--- src/rtl/branch_update_queue_pkg.sv ---
// Shared widths, the in-flight branch record and the index/counter helpers
// used by the branch update stage.
package branch_update_queue_pkg;

    localparam int DEPTH     = 8;
    localparam int BHR_W     = 4;
    localparam int BHT_IDX_W = 4;
    localparam int PHT_IDX_W = 3 + BHR_W;
    localparam int PTR_W     = $clog2(DEPTH);
    localparam int OCC_W     = PTR_W + 1;

    typedef struct packed {
        logic [31:0]      pc;
        logic [BHR_W-1:0] bhr;
        logic [1:0]       state;
    } rec_t;

    localparam int REC_W = $bits(rec_t);

    // XOR-fold every pc nibble down to one BHT index.
    function automatic logic [BHT_IDX_W-1:0] bht_hash(input logic [31:0] pc);
        logic [BHT_IDX_W-1:0] h;
        h = '0;
        for (int i = 0; i < 32 / BHT_IDX_W; i++) begin
            h = h ^ pc[i*BHT_IDX_W +: BHT_IDX_W];
        end
        return h;
    endfunction

    function automatic logic [PHT_IDX_W-1:0] pht_index(input logic [2:0]       pc_lo,
                                                        input logic [BHR_W-1:0] bhr);
        return {pc_lo, bhr};
    endfunction

    function automatic logic [1:0] sat_update(input logic [1:0] state, input logic taken);
        logic [1:0] nxt;
        if (taken) begin
            nxt = (state == 2'b11) ? 2'b11 : state + 2'd1;
        end else begin
            nxt = (state == 2'b00) ? 2'b00 : state - 2'd1;
        end
        return nxt;
    endfunction

endpackage

--- src/rtl/branch_update_queue_if.sv ---
// Prediction, resolution and BHT/PHT write signals of the branch update stage.
// The slave modport is the queue itself, the master modport is its environment.
interface branch_update_queue_if;
    import branch_update_queue_pkg::*;

    logic                 pred_valid;
    logic                 pred_ready;
    logic [31:0]          pred_pc;
    logic [BHR_W-1:0]     pred_bhr;
    logic [1:0]           pred_state;
    logic                 res_valid;
    logic                 res_taken;
    logic                 res_err;
    logic                 mispredict;
    logic                 bht_we;
    logic [BHT_IDX_W-1:0] bht_waddr;
    logic [BHR_W-1:0]     bht_wdata;
    logic                 pht_we;
    logic [PHT_IDX_W-1:0] pht_waddr;
    logic [1:0]           pht_wdata;
    logic [OCC_W-1:0]     occupancy;

    modport slave (
        input  pred_valid, pred_pc, pred_bhr, pred_state, res_valid, res_taken,
        output pred_ready, res_err, mispredict, bht_we, bht_waddr, bht_wdata,
               pht_we, pht_waddr, pht_wdata, occupancy
    );

    modport master (
        output pred_valid, pred_pc, pred_bhr, pred_state, res_valid, res_taken,
        input  pred_ready, res_err, mispredict, bht_we, bht_waddr, bht_wdata,
               pht_we, pht_waddr, pht_wdata, occupancy
    );

endinterface

--- src/rtl/branch_update_queue_fifo.sv ---
// Generic synchronous FIFO with push/pop/clear; head visible combinationally, count registered.
// Pushes when full and pops when empty are ignored; clear wins over a same-cycle push.
module branch_update_queue_fifo #(
    parameter int WIDTH = 8,
    parameter int DEPTH = 8
) (
    input  logic                       clk,
    input  logic                       resetn,
    input  logic                       push,
    input  logic [WIDTH-1:0]           push_dat,
    input  logic                       pop,
    input  logic                       clear,
    output logic [WIDTH-1:0]           head_dat,
    output logic                       full,
    output logic                       empty,
    output logic [$clog2(DEPTH):0]     count
);
    localparam int AW = $clog2(DEPTH);

    logic [WIDTH-1:0] mem [DEPTH];
    logic [AW-1:0]    wr_ptr;
    logic [AW-1:0]    rd_ptr;
    logic [AW:0]      cnt;
    logic             do_push;
    logic             do_pop;

    assign full     = (cnt == (AW+1)'(DEPTH));
    assign empty    = (cnt == '0);
    assign do_push  = push & ~full;
    assign do_pop   = pop & ~empty;
    assign head_dat = mem[rd_ptr];
    assign count    = cnt;

    // Pointers are a power-of-two width, so increment wraps modulo DEPTH.
    always_ff @(posedge clk or negedge resetn) begin
        if (!resetn) begin
            wr_ptr <= '0;
            rd_ptr <= '0;
            cnt    <= '0;
        end else if (clear) begin
            wr_ptr <= '0;
            rd_ptr <= '0;
            cnt    <= '0;
        end else begin
            if (do_push) wr_ptr <= wr_ptr + 1'b1;
            if (do_pop)  rd_ptr <= rd_ptr + 1'b1;
            case ({do_push, do_pop})
                2'b10:   cnt <= cnt + 1'b1;
                2'b01:   cnt <= cnt - 1'b1;
                default: cnt <= cnt;
            endcase
        end
    end

    always_ff @(posedge clk) begin
        if (do_push) mem[wr_ptr] <= push_dat;
    end

endmodule

--- src/rtl/branch_update_queue.sv ---
// In-order queue of fetch predictions; resolving the head issues one BHT and one PHT write.
// Writes/flags registered (1 cycle after resolve); pred_ready low when full, mispredict flushes all.
module branch_update_queue
    import branch_update_queue_pkg::*;
(
    input  logic                 clk,
    input  logic                 resetn,
    branch_update_queue_if.slave bus
);
    rec_t             push_rec;
    rec_t             head;
    logic             full;
    logic             empty;
    logic [OCC_W-1:0] count;
    logic             pop;
    logic             wrong_path;

    logic                 bht_we_q;
    logic [BHT_IDX_W-1:0] bht_waddr_q;
    logic [BHR_W-1:0]     bht_wdata_q;
    logic                 pht_we_q;
    logic [PHT_IDX_W-1:0] pht_waddr_q;
    logic [1:0]           pht_wdata_q;
    logic                 mispredict_q;
    logic                 res_err_q;

    assign push_rec.pc    = bus.pred_pc;
    assign push_rec.bhr   = bus.pred_bhr;
    assign push_rec.state = bus.pred_state;

    assign pop        = bus.res_valid & ~empty;
    assign wrong_path = pop & (bus.res_taken != head.state[1]);

    // A mispredict clears the whole queue, including any push accepted this cycle.
    branch_update_queue_fifo #(
        .WIDTH (REC_W),
        .DEPTH (DEPTH)
    ) u_fifo (
        .clk      (clk),
        .resetn   (resetn),
        .push     (bus.pred_valid),
        .push_dat (push_rec),
        .pop      (pop),
        .clear    (wrong_path),
        .head_dat (head),
        .full     (full),
        .empty    (empty),
        .count    (count)
    );

    // Updates are built from the recorded bhr snapshot, never from live BHT contents.
    always_ff @(posedge clk or negedge resetn) begin
        if (!resetn) begin
            bht_we_q     <= 1'b0;
            bht_waddr_q  <= '0;
            bht_wdata_q  <= '0;
            pht_we_q     <= 1'b0;
            pht_waddr_q  <= '0;
            pht_wdata_q  <= '0;
            mispredict_q <= 1'b0;
            res_err_q    <= 1'b0;
        end else begin
            bht_we_q     <= pop;
            pht_we_q     <= pop;
            mispredict_q <= wrong_path;
            res_err_q    <= bus.res_valid & empty;
            if (pop) begin
                bht_waddr_q <= bht_hash(head.pc);
                bht_wdata_q <= {head.bhr[BHR_W-2:0], bus.res_taken};
                pht_waddr_q <= pht_index(head.pc[2:0], head.bhr);
                pht_wdata_q <= sat_update(head.state, bus.res_taken);
            end
        end
    end

    assign bus.pred_ready = ~full;
    assign bus.occupancy  = count;
    assign bus.bht_we     = bht_we_q;
    assign bus.bht_waddr  = bht_waddr_q;
    assign bus.bht_wdata  = bht_wdata_q;
    assign bus.pht_we     = pht_we_q;
    assign bus.pht_waddr  = pht_waddr_q;
    assign bus.pht_wdata  = pht_wdata_q;
    assign bus.mispredict = mispredict_q;
    assign bus.res_err    = res_err_q;

endmodule

--- src/flat_wrapper.sv ---
// flat-port wrapper written by rule: the top's interface ports become plain ports
module branch_update_queue_flat import branch_update_queue_pkg::*;
  (clk, resetn, bus_pred_valid, bus_pred_pc, bus_pred_bhr, bus_pred_state, bus_res_valid, bus_res_taken, bus_pred_ready, bus_res_err, bus_mispredict, bus_bht_we, bus_bht_waddr, bus_bht_wdata, bus_pht_we, bus_pht_waddr, bus_pht_wdata, bus_occupancy);
  branch_update_queue_if bus_i ();
  input  logic clk;
  input  logic resetn;
  input wire logic [$bits(bus_i.pred_valid)-1:0] bus_pred_valid;
  input wire logic [$bits(bus_i.pred_pc)-1:0] bus_pred_pc;
  input wire logic [$bits(bus_i.pred_bhr)-1:0] bus_pred_bhr;
  input wire logic [$bits(bus_i.pred_state)-1:0] bus_pred_state;
  input wire logic [$bits(bus_i.res_valid)-1:0] bus_res_valid;
  input wire logic [$bits(bus_i.res_taken)-1:0] bus_res_taken;
  output wire logic [$bits(bus_i.pred_ready)-1:0] bus_pred_ready;
  output wire logic [$bits(bus_i.res_err)-1:0] bus_res_err;
  output wire logic [$bits(bus_i.mispredict)-1:0] bus_mispredict;
  output wire logic [$bits(bus_i.bht_we)-1:0] bus_bht_we;
  output wire logic [$bits(bus_i.bht_waddr)-1:0] bus_bht_waddr;
  output wire logic [$bits(bus_i.bht_wdata)-1:0] bus_bht_wdata;
  output wire logic [$bits(bus_i.pht_we)-1:0] bus_pht_we;
  output wire logic [$bits(bus_i.pht_waddr)-1:0] bus_pht_waddr;
  output wire logic [$bits(bus_i.pht_wdata)-1:0] bus_pht_wdata;
  output wire logic [$bits(bus_i.occupancy)-1:0] bus_occupancy;
  assign bus_i.pred_valid = bus_pred_valid;
  assign bus_i.pred_pc = bus_pred_pc;
  assign bus_i.pred_bhr = bus_pred_bhr;
  assign bus_i.pred_state = bus_pred_state;
  assign bus_i.res_valid = bus_res_valid;
  assign bus_i.res_taken = bus_res_taken;
  assign bus_pred_ready = bus_i.pred_ready;
  assign bus_res_err = bus_i.res_err;
  assign bus_mispredict = bus_i.mispredict;
  assign bus_bht_we = bus_i.bht_we;
  assign bus_bht_waddr = bus_i.bht_waddr;
  assign bus_bht_wdata = bus_i.bht_wdata;
  assign bus_pht_we = bus_i.pht_we;
  assign bus_pht_waddr = bus_i.pht_waddr;
  assign bus_pht_wdata = bus_i.pht_wdata;
  assign bus_occupancy = bus_i.occupancy;
  branch_update_queue u_core (.clk(clk), .resetn(resetn), .bus(bus_i));
endmodule
--- config.mk ---
export PLATFORM = sky130hd
export DESIGN_NAME = branch_update_queue_flat
export DESIGN_NICKNAME = d
export VERILOG_FILES = /design/src/rtl/branch_update_queue_pkg.sv /design/src/rtl/branch_update_queue_if.sv /design/src/rtl/branch_update_queue_fifo.sv /design/src/rtl/branch_update_queue.sv /design/src/flat_wrapper.sv
export SDC_FILE = /design/constraint.sdc
export NUM_CORES = 1
export LEC_CHECK = 0
export CAP_MARGIN = 30
export CORE_MARGIN = 2
export CORE_UTILIZATION = 56
export CTS_BUF_LIST = sky130_fd_sc_hd__clkbuf_4 sky130_fd_sc_hd__clkbuf_8
export DETAILED_ROUTE_END_ITERATION = 8
export GPL_ROUTABILITY_DRIVEN = 0
export PLACE_DENSITY = 0.78
export SYNTH_ARGS = -nofsm -noshare
export SYNTH_HDL_FRONTEND = slang
export SYNTH_SLANG_ARGS = --single-unit
--- constraint.sdc ---
create_clock -name clk -period 3.76 [get_ports clk]
set_input_delay 0.752 -clock clk [delete_from_list [all_inputs] [get_ports clk]]
set_output_delay 0.752 -clock clk [all_outputs]
set_load 0.02 [all_outputs]
==> impl_metrics.toml <==
[status]
run_status = "complete, no violations"

[timing]
finalSetupViolCount = 0
final.min_clock_period_ns = 2.953
slew_viol_final = 0
finalHoldViolations = 0
slew_of_the_pin_with_the_lowest_slew_margin_ns = 0.6941
timing.fmax_mhz = 338.7
setup_repair_after_global_routing_missed_its_margin = "false"
clock_skew_ns = 0.01143
finalHoldWorstSlack_ns = 0.4807
finalSetupTns_ns = 0
period_share_pct = 78.53
worst_slew_margin_relative_to_its_limit_pct = 53.73

[pwr]
p_comb_share_pct = 34.8
netSwitchingPower_mw = 3.711
clock_power_share_pct = 23.4
power.static_leakage_nw = 4.803
power.internal_mw = 8.117
pd_cells_nw_per_um2 = 790.7
ir_worst_vdd_mv = 0.3326
pwr-share-seq_pct = 41.8
total_power_mw = 11.83
switching_share_pct = 31.38

[global_routing]
grt_max_degree = 41
grt_pass1_vias = 6478
wire_length_of_the_first_global_routing_pass_um = 37030
gr-usage-all-layers_pct = 20.62
antenna_found_initial = 0
overflow = 0

[route]
firstDrtPassIters = 5
drt_wl_total_um = 23880
routed_via_density = 5.942
detailroute.via_count = 6114
final_antenna_net_count = 0
wl_per_cell_um = 23.21
drc = 0
drt_iter0_drc = 448

[die]
die_h_um = 155.6
initial_core_utilization_pct = 57.00
dieArea_um2 = 24200
floorplan.rows = 55
io_pins = 69
core_um2 = 22570
die_width_um = 155.6

[worst_setup_path]
timing.setup.critical_path_class = "reg2out"
critical_path.max_fanout = 9
timing.critical_path.arrival_ns = 2.20
start_kind = "flop"
worst_setup_path_end_kind = "output pin"
timing.critical_path.required_ns = 3.01

[final_layout]
ff_latch_area_um2 = 9811
multi_input_gate_area_um2 = 2915
finalNetCount = 760
drive_above_1_share_pct = 25.54
fill_cells = 1439
final_cell_mix = "sky130_fd_sc_hd__edfxtp_1, sky130_fd_sc_hd__mux4_2, sky130_fd_sc_hd__clkdlybuf4s50_1"
area_added_between_synthesis_and_finish_pct = 16.26
layout.cells.most_common = "sky130_fd_sc_hd__edfxtp_1"
antennaDiodeCount = 0

[clock_tree]
cts_tree = "done"
post-cts-setup-buffers = 0
clkLatencyLatePin_ns = 0.56
cts.sink_count = 331
cts_inserted_buffers = 51
cts-resized-gates = 0
root_buffer = "sky130_fd_sc_hd__clkbuf_8"
cts_hold_buf = 0
htree_levels = 2
worst_setup_hold_path_clk_slew_ns = 0.07
cts_buffer_depth = 3

[yosys]
yosys_warnings = 0
postSynthCellCount = 599
count_of_distinct_cell_types_in_the_synthesized_netlist = 31
ys.flop_type = "sky130_fd_sc_hd__edfxtp_1"
share_of_synthesized_area_occupied_by_flip_flops_and_latches_pct = 76.20
mappedNetlistNets = 646
ys_seq_elements = 331
mappedNetlistArea_um2 = 12870
number_of_synthesized_flops_with_an_enable_pin = 304
synthesis.area_per_instance_um2 = 21.48
synth-async-reset-ratio_pct = 8.157

[placed_design]
detailedPlacementHpwl_um = 14120
buffer_ports.inserted = 68

[min_path]
worst_hold_path_type = "reg2reg"

[flow_run]
drv_cap = 0
-- Yosys cell counts (4+ instances only) --
| library cell | n | share of area [%] |
|---|---|---|
| sky130_fd_sc_hd__mux4_2 | 76 | 13 |
| sky130_fd_sc_hd__clkbuf_1 | 5 | 0.15 |
| sky130_fd_sc_hd__buf_2 | 9 | 0.35 |
| sky130_fd_sc_hd__a21oi_1 | 5 | 0.19 |
| sky130_fd_sc_hd__o21ai_0 | 12 | 0.47 |
| sky130_fd_sc_hd__mux2i_1 | 37 | 2.9 |
| sky130_fd_sc_hd__edfxtp_1 | 304 | 71 |
| sky130_fd_sc_hd__nand2_1 | 32 | 0.93 |
| sky130_fd_sc_hd__buf_4 | 8 | 0.47 |
| sky130_fd_sc_hd__nand2b_1 | 4 | 0.19 |
| sky130_fd_sc_hd__ha_1 | 4 | 0.39 |
| sky130_fd_sc_hd__o21ai_1 | 4 | 0.16 |
| sky130_fd_sc_hd__dfrtp_1 | 27 | 5.3 |
| sky130_fd_sc_hd__nor2_1 | 11 | 0.32 |
| sky130_fd_sc_hd__xnor2_1 | 32 | 2.2 |
| sky130_fd_sc_hd__buf_6 | 7 | 0.61 |
-- worst paths after layout --
check | slack, ns | end | cells past startpoint | from
setup / recovery | 0.81 | bus_pred_ready | 2 | u_core.u_fifo.count[1]$_DFFE_PN0P_
hold / removal | 0.48 | u_core.bus.pht_waddr[5]$_DFFE_PN0P_ | 2 | u_core.bus.pht_waddr[5]$_DFFE_PN0P_
setup reg to reg | 1.05 | u_core.bus.bht_waddr[3]$_DFFE_PN0P_ | 7 | u_core.u_fifo.rd_ptr[0]$_DFFE_PN0P_
hold reg to reg | 0.48 | u_core.bus.pht_waddr[5]$_DFFE_PN0P_ | 2 | u_core.bus.pht_waddr[5]$_DFFE_PN0P_
max in group asynchronous | 2.59 | u_core.bus.mispredict$_DFF_PN0_ | 3 | resetn
min in group asynchronous | 0.52 | u_core.bus.pht_waddr[2]$_DFFE_PN0P_ | 1 | resetn
-- final cells by class --
cell class | count | share of cell area, %
Sequential cell | 331 | 65.59
Clock inverter | 16 | 0.6859
Multi-Input combinational cell | 236 | 19.49
Tap cell | 285 | 2.384
Timing Repair Buffer | 91 | 6.257
Clock buffer | 68 | 5.546
Inverter | 2 | 0.05019
-- per-layer routing --
| layer | global-route usage (%) | up-vias | wire length, µm |
|---|---|---|---|
| met1 | 29.50 | 3179 | 10110 |
| met3 | 3.250 | 32 | 1570 |
| li1 | - | 2662 | - |
| met4 | 6.946 | 0 | 456 |
| met2 | 33.29 | 241 | 11740 |
| met5 | 0 | - | 0 |
-- critical path, cell delays in order, from the launching register on --
cell and delay (ns):
sky130_fd_sc_hd__dfrtp_1 0.48, sky130_fd_sc_hd__or4b_1 0.60, sky130_fd_sc_hd__clkdlybuf4s50_1 0.57
-- power groups by stage --
stage	registers [mW]	clock network (mW)	logic [mW]
detailed placement	5.03	0	4.16
floorplan	4.96	0	2.96
global route	5.01	2.95	4.43
global placement	4.99	0	4.08
finish	4.95	2.77	4.11
CTS	4.95	2.82	4.18
-- per-stage QoR --
| stage | cell area (µm²) | utilization (%) | std cells | setup slack [ns] |
|---|---|---|---|---|
| floorplan | 12880 | - | 599 | 0.4485 |
| global placement | 14010 | 62.07 | 944 | 0.9070 |
| detailed placement | 14010 | 62.07 | 944 | 0.8813 |
| CTS | 14940 | 66.20 | 1028 | 0.7921 |
| global route | 14960 | 66.27 | 1029 | 0.7507 |
| finish | 14960 | 66.27 | 1029 | 0.8072 |
-- cell families (layout without fill, tap and decap cells) --
kind of cell / after synthesis / count (layout) / share of synthesized area (%)
XOR/XNOR: 34 / 34 / 2.315
adder cells (fa/ha/maj): 4 / 4 / 0.3890
AND/OR/NAND/NOR: 55 / 55 / 1.828
AO/OA/AOI/OAI: 28 / 28 / 1.245
buffers and inverters: 32 / 177 / 1.663
multiplexers: 115 / 115 / 16.36
flip-flops: 331 / 331 / 76.20
-- registers in the layout (all words and copies together), names as in the netlist, 2 cells and up --
| name | cells |
|---|---|
| u_core.u_fifo.wr_ptr | 3 |
| u_core.u_fifo.count | 4 |
| u_core.bus.bht_waddr | 4 |
| u_core.u_fifo.rd_ptr | 3 |
| u_core.bus.pht_wdata | 2 |
| u_core.bus.pht_waddr | 7 |
| u_core.u_fifo.mem | 304 |
Power figures use the tool's default switching activity.
